## config.mk

```make
export PLATFORM = sky130hd
export DESIGN_NAME = me_job_sched
export DESIGN_NICKNAME = d
export VERILOG_FILES = /design/src/rtl/me_job_sched.sv
export SDC_FILE = /design/constraint.sdc
export NUM_CORES = 1
export LEC_CHECK = 0
export ABC_CLOCK_PERIOD_IN_PS = 2550
export CELL_PAD_IN_SITES_DETAIL_PLACEMENT = 1
export CELL_PAD_IN_SITES_GLOBAL_PLACEMENT = 1
export CORE_ASPECT_RATIO = 1.75
export CORE_UTILIZATION = 27
export CTS_CLUSTER_DIAMETER = 30
export DETAILED_ROUTE_END_ITERATION = 10
export GPL_TIMING_DRIVEN = 0
export PLACE_DENSITY_LB_ADDON = 0.08
export SLEW_MARGIN = 5
export SYNTH_ARGS = -nofsm -noshare
export SYNTH_HDL_FRONTEND = slang
export SYNTH_SLANG_ARGS = --single-unit
```

## constraint.sdc

```tcl
create_clock -name clk -period 2.55 [get_ports clk]
set_clock_uncertainty 0.15 [all_clocks]
set_input_delay 0.3825 -clock clk [delete_from_list [all_inputs] [get_ports clk]]
set_output_delay 0.3825 -clock clk [all_outputs]
set_load 0.03 [all_outputs]
```

## src/rtl/me_job_sched.sv

```systemverilog
// Round-robin job scheduler sharing one modular-exponentiation core.
// Optional watchdog enabled by defining ME_JOB_SCHED_TIMEOUT_EN.
module me_job_sched #(
  parameter int NUM_REQ = 4,
  parameter int IDX_W   = 2,
  parameter int TO_W    = 24
) (
  input  logic                 clk,
  input  logic                 rst_n,
  input  logic [NUM_REQ-1:0]   req_valid,
  input  logic [2*NUM_REQ-1:0] req_op,
  output logic [NUM_REQ-1:0]   req_ready,
  output logic [IDX_W-1:0]     sel_idx,
  output logic [3:0]           core_num,
  output logic                 core_en_pre_me,
  output logic                 core_en_me,
  output logic                 core_en_one_mm,
  input  logic                 core_done_tgl,
  input  logic [3:0]           core_num_out,
  output logic                 rsp_valid,
  input  logic                 rsp_ready,
  output logic [IDX_W-1:0]     rsp_idx,
  output logic [1:0]           rsp_err,
`ifdef ME_JOB_SCHED_TIMEOUT_EN
  input  logic [TO_W-1:0]      to_limit,
`endif
  output logic                 busy
);

  typedef enum logic [3:0] {
    S_IDLE,
    S_GRANT,
    S_PRE_GO,
    S_PRE_WAIT,
    S_ME_GO,
    S_ME_WAIT,
    S_MM_GO,
    S_MM_WAIT,
    S_RESP
  } state_e;

  state_e           state_q, state_d;
  logic [IDX_W-1:0] sel_q, sel_d;
  logic [IDX_W-1:0] ptr_q, ptr_d;
  logic [1:0]       err_q, err_d;
  logic             done_q;
  logic             done_evt;
  logic             tag_bad;
  logic             to_hit;
  logic             any_req;
  logic [IDX_W-1:0] win;
  logic [1:0]       op_cur;
  logic [IDX_W-1:0] ptr_nxt;

  if (IDX_W < 1 || TO_W < 1) begin : g_bad_cfg
  end

  // Done line toggles per operation; resampled in reset too.
  always_ff @(posedge clk) begin
    done_q <= core_done_tgl;
  end

  assign done_evt = core_done_tgl ^ done_q;
  assign core_num = 4'(sel_q);
  assign tag_bad  = (core_num_out != core_num);

  always_comb begin
    any_req = 1'b0;
    win     = ptr_q;
    for (int i = 0; i < NUM_REQ; i++) begin
      int c;
      c = int'(ptr_q) + i;
      if (c >= NUM_REQ) c = c - NUM_REQ;
      if (!any_req && req_valid[c]) begin
        any_req = 1'b1;
        win     = c[IDX_W-1:0];
      end
    end
  end

  always_comb begin
    op_cur = 2'd0;
    for (int i = 0; i < NUM_REQ; i++) begin
      if (IDX_W'(i) == sel_q) op_cur = req_op[2*i +: 2];
    end
  end

  assign ptr_nxt = (sel_q == IDX_W'(NUM_REQ - 1)) ?
                   '0 : sel_q + 1'b1;

`ifdef ME_JOB_SCHED_TIMEOUT_EN
  logic [TO_W-1:0] cnt_q;
  logic            in_wait;
  logic            in_go;

  assign in_wait = (state_q == S_PRE_WAIT) ||
                   (state_q == S_ME_WAIT) ||
                   (state_q == S_MM_WAIT);
  assign in_go   = (state_q == S_PRE_GO) ||
                   (state_q == S_ME_GO) ||
                   (state_q == S_MM_GO);

  // GO always precedes WAIT, so clearing there covers each entry.
  always_ff @(posedge clk) begin
    if (!rst_n) begin
      cnt_q <= '0;
    end else if (in_go) begin
      cnt_q <= '0;
    end else if (in_wait) begin
      cnt_q <= cnt_q + 1'b1;
    end
  end

  assign to_hit = in_wait && (to_limit != '0) &&
                  (cnt_q == to_limit - 1'b1);
`else
  assign to_hit = 1'b0;
`endif

  always_comb begin
    state_d = state_q;
    sel_d   = sel_q;
    ptr_d   = ptr_q;
    err_d   = err_q;
    unique case (state_q)
      S_IDLE: begin
        if (any_req) begin
          sel_d   = win;
          state_d = S_GRANT;
        end
      end
      S_GRANT: begin
        ptr_d = ptr_nxt;
        unique case (op_cur)
          2'd0:    state_d = S_PRE_GO;
          2'd1:    state_d = S_MM_GO;
          2'd2:    state_d = S_ME_GO;
          default: begin
            err_d   = 2'b10;
            state_d = S_RESP;
          end
        endcase
      end
      S_PRE_GO: state_d = S_PRE_WAIT;
      S_PRE_WAIT: begin
        if (done_evt) begin
          state_d = S_ME_GO;
        end else if (to_hit) begin
          err_d[0] = 1'b1;
          state_d  = S_RESP;
        end
      end
      S_ME_GO: state_d = S_ME_WAIT;
      S_MM_GO: state_d = S_MM_WAIT;
      S_ME_WAIT, S_MM_WAIT: begin
        if (done_evt) begin
          err_d[1] = tag_bad;
          state_d  = S_RESP;
        end else if (to_hit) begin
          err_d[0] = 1'b1;
          state_d  = S_RESP;
        end
      end
      S_RESP: begin
        if (rsp_ready) begin
          err_d   = 2'b00;
          state_d = S_IDLE;
        end
      end
      default: state_d = S_IDLE;
    endcase
  end

  always_ff @(posedge clk) begin
    if (!rst_n) begin
      state_q <= S_IDLE;
      sel_q   <= '0;
      ptr_q   <= '0;
      err_q   <= 2'b00;
    end else begin
      state_q <= state_d;
      sel_q   <= sel_d;
      ptr_q   <= ptr_d;
      err_q   <= err_d;
    end
  end

  always_comb begin
    req_ready = '0;
    if (state_q == S_GRANT) req_ready[sel_q] = 1'b1;
  end

  assign sel_idx        = sel_q;
  assign core_en_pre_me = (state_q == S_PRE_GO);
  assign core_en_me     = (state_q == S_ME_GO);
  assign core_en_one_mm = (state_q == S_MM_GO);
  assign rsp_valid      = (state_q == S_RESP);
  assign rsp_idx        = rsp_valid ? sel_q : '0;
  assign rsp_err        = err_q;
  assign busy           = (state_q != S_IDLE);

endmodule
```

==> metrics list <==
* Share of total power in sequential cells: 15.5%
- Met1 capacity usage during global routing: 19.22%
- Worst R2R Setup Slack: 100 ps
- The floorplan step set the die width to 46.92 um.
* Final setup violating endpoints: 0
* Worst path arrival time: 2460 ps
- Total Routed Length: 3016 um
- The first global-routing pass estimated 4995 um of wire.
- Data on the critical path is required at its endpoint by 2560 ps.
* Top-Level Pins: 39
- After global routing the overflow that remains totals 0.
- Hold Path Cell Cnt: 2
- Gate Count Post-Synth: 120
- The worst register-to-register path has a depth of 10.
- Number of sinks on the clock net: 10
- Measured along the y axis, the die boundary spans between 80 and 90 um.
- Cell row count: 28
* Starting Density: between 20% and 30%
- Post-synthesis register bit count: 10
- Number of levels in the clock H-tree: 1
- Worst setup EP type: flop
* Buffer depth of the longest clock path: 2
- The most used flip-flop cell after synthesis is dfxtp_1.
- Summed over all nets, the half-perimeter wirelength after detailed placement is 2359 um.
- Share of total power in the clock network: 10.5%
- Startpoint class of the critical path: flop
- Maximum vdd ir drop: ~0.61 mV
- Met2 layer usage reported by global route: around a third
- The slowest stage of the critical path is the or4b_4 cell.
- M3 GR Usage: under 10%
* Area growth from synthesis to layout: 63.78%
* Switching share of power: 45.80%
- Clock tree synthesis selected as its root buffer the cell clkbuf_8.
* Largest fanout on the critical path: 3
- The worst path in the final design needs a cycle of 2451 ps, including I/O delays and setup.
- Initial DRC count: 10
- Pre-CTS worst setup slack: -168.8 ps
- Setup repair after global routing could not meet its margin everywhere.
* Final cycle utilization of the critical path: 96.10%
- Worst-margin pin slew: about 690 ps
- Drt pass-1 iters: 3
- Clock network latency to the later pin of the worst-skew pair: 240 ps
* Share of synthesized area occupied by flip-flops and latches: 21.00%
- Cell-internal power: 0.9194 mW
* Total via count in the routed design: 1056
- Count of buffers inserted at the top-level ports: 35
* Hold Crit Start: rsp_err[1]
* Mean area per synthesized cell: roughly 7.9 sq um
- Number of antenna-violating nets in the routed design: 0
- Total standard cell area after synthesis: approximately 950 sq um
* GR Util All Layers: 18.15%
- Headroom to the max-slew limit came out at 53.58%.
* CTS clk-pin slew, worst paths: 50 ps
- The share of total power dissipated in combinational logic is 74.0%.
- Dividing the detail-routed via count by the number of cells gives 4.981.
* Status: complete, no violations
- The startpoint identified for the worst register-to-register timing path is sel_idx[1].
- Number of slew-limit violations in the final report: 0
- In this run the static leakage power is slightly above 0.7 nW.
- Antenna violations before repair: 0
- Hold Violations, Final: 0
* CTS tree: yes
* Pin count of the biggest net entering global routing: 11
- Including well taps, the total number of placed cells is 202.
* Crit Path Category: reg -> reg
- Final TNS setup: 0 ps
* Share of layout cells above drive strength 1: 22.75%
* Global placement routability congestion: about 0.79
- Peak Freq: 0.4081 GHz
- Count of warnings emitted by yosys: 0
- Max Cap Violations: 0
* Total DRC errors in the routed layout: 0
- Walking the worst path, the cells encountered are inv_2 -> ha_2 -> nor2b_4 -> a221oi_2 -> nor3_2 -> a21o_1 -> ha_1 -> nor2_1 -> or4b_4 -> o31ai_4.
* Switching power of the nets: 0.7770 mW
- In this run the worst hold path is classified as reg -> reg.
- Power Density: between 1000 and 1500 nW/um^2
- Launch point of the critical path: sel_idx[1]
* Async set or reset register ratio after synthesis: 0%
- Routed wirelength normalized by instance count: 14.23 um
- Clock buffers created by TritonCTS: 3
- The final layout contains approximately 200 nets.
* Number of synthesized flops with an enable pin: 0
* Vias in the first global route: 1114
- Number of diodes: 0
- After layout, the worst setup slack is 99.42 ps.
- Synth cell types: 41
- Peak-usage layer in the global routing report: met2
* Final Instance Count excl. Fillers: 212
- Minimum hold slack: 321.2 ps
- The largest single stage delay on the critical path is 500 ps.
- Full die area: approximately 3800 sq um
* Core Region: 3363 sq um
- Final core utilization: between 40 and 50%
cells in the mapped netlist (2+ instances only):
master	n	area (sq um)
a21o_1	2	15.01
nor3_1	6	30.03
o21ai_0	6	30.03
nand3b_1	2	15.01
inv_1	5	18.77
a211oi_1	2	15.01
nor4_1	2	12.51
xor2_1	3	26.28
buf_4	6	45.04
nand2_1	4	15.01
nor4b_2	2	30.03
a21oi_1	3	15.01
nor2_1	15	56.30
dfxtp_1	10	200.2
nor2b_1	6	37.54
a21boi_0	2	15.01
clkbuf_1	2	7.510
ha_1	7	87.58
o21a_1	4	30.03
buf_2	4	20.02
and2_1	4	25.02
or4_1	3	22.52
a221oi_1	2	17.52
final cells by class:
| cell class | instances | area (sq um) |
|---|---|---|
| tap | 45 | 56.30 |
| buffer | 12 | 80.08 |
| clock inverter | 1 | 3.754 |
| fill | 419 | 1802 |
| timing repair buffer | 42 | 424.2 |
| sequential | 10 | 207.7 |
| inverter | 5 | 18.77 |
| multi-input combinational | 94 | 729.5 |
| clock buffer | 3 | 41.29 |
registers in the layout, summed over array words and instances, names as in the netlist:
register and flops:
state_q 4, ptr_q 2, sel_idx 2, done_q 1, rsp_err 1
cells in the final DEF, fill, tap and decap left out, types with 4 or more instances in the layout:
cell type         n
and2_1            4
clkdlybuf4s50_1  27
nor3_1            4
dlymetal6s2s_1    5
o21a_1            4
o21ai_0           6
buf_2             4
buf_4            12
ha_1              5
nor2b_1           5
nand2_1           4
dfxtp_1           8
nor2_1           15
worst max-delay path: cells and delay by family, from the launching register on:
| kind | cells | cell delay (ps) |
|---|---|---|
| simple gates | 4 | 750 |
| compound gates | 3 | 600 |
| fa+ha+maj | 2 | 460 |
| flops | 1 | 360 |
| buf+inv | 1 | 60 |
through the flow:
stage               total power, mW  instance area, sq um
floorplan                     1.051                 994.7
global placement              1.372                  1401
detailed placement            1.407                  1401
CTS                           1.693                  1518
global route                  1.846                  1562
finish                        1.696                  1562
timing repair:
item,CTS,global route
pin swaps,3,5
gates resized for setup,8,7
hold buffers,0,0
endpoints found under the setup margin,8,6
buffers inserted,6,1
final timing paths:
path | end
hold reg to reg | rsp_err[1]
setup / recovery | state_q[2]
setup reg to reg | state_q[2]
hold / removal | rsp_err[1]
per-layer routing:
layer  vias up  wire (um)
met5         -          0
met4         0         65
met3         5         69
met2        20       1743
met1       511       1137
li1        520          -
power groups by stage:
stage / clock network (mW) / registers [mW] / logic (mW)
floorplan: 0 / 0.298 / 0.753
global placement: 0 / 0.281 / 1.09
detailed placement: 0 / 0.283 / 1.12
CTS: 0.182 / 0.264 / 1.25
global route: 0.191 / 0.271 / 1.38
finish: 0.178 / 0.264 / 1.25
cells by family (layout without fill, tap and decap cells):
kind of cell | count (synthesis) | after routing | share of synthesized area, %
AO/OA/AOI/OAI | 29 | 29 | 22.97
XOR/XNOR | 3 | 3 | 2.756
adder cells (fa/ha/maj) | 7 | 7 | 9.186
buffers and inverters | 18 | 63 | 10.76
flip-flops | 10 | 10 | 21.00
multiplexers | 1 | 1 | 1.050
other | 1 | 3 | 0.3933
AND/OR/NAND/NOR | 51 | 51 | 31.89
No activity file was read; power rests on OpenSTA's default activity.
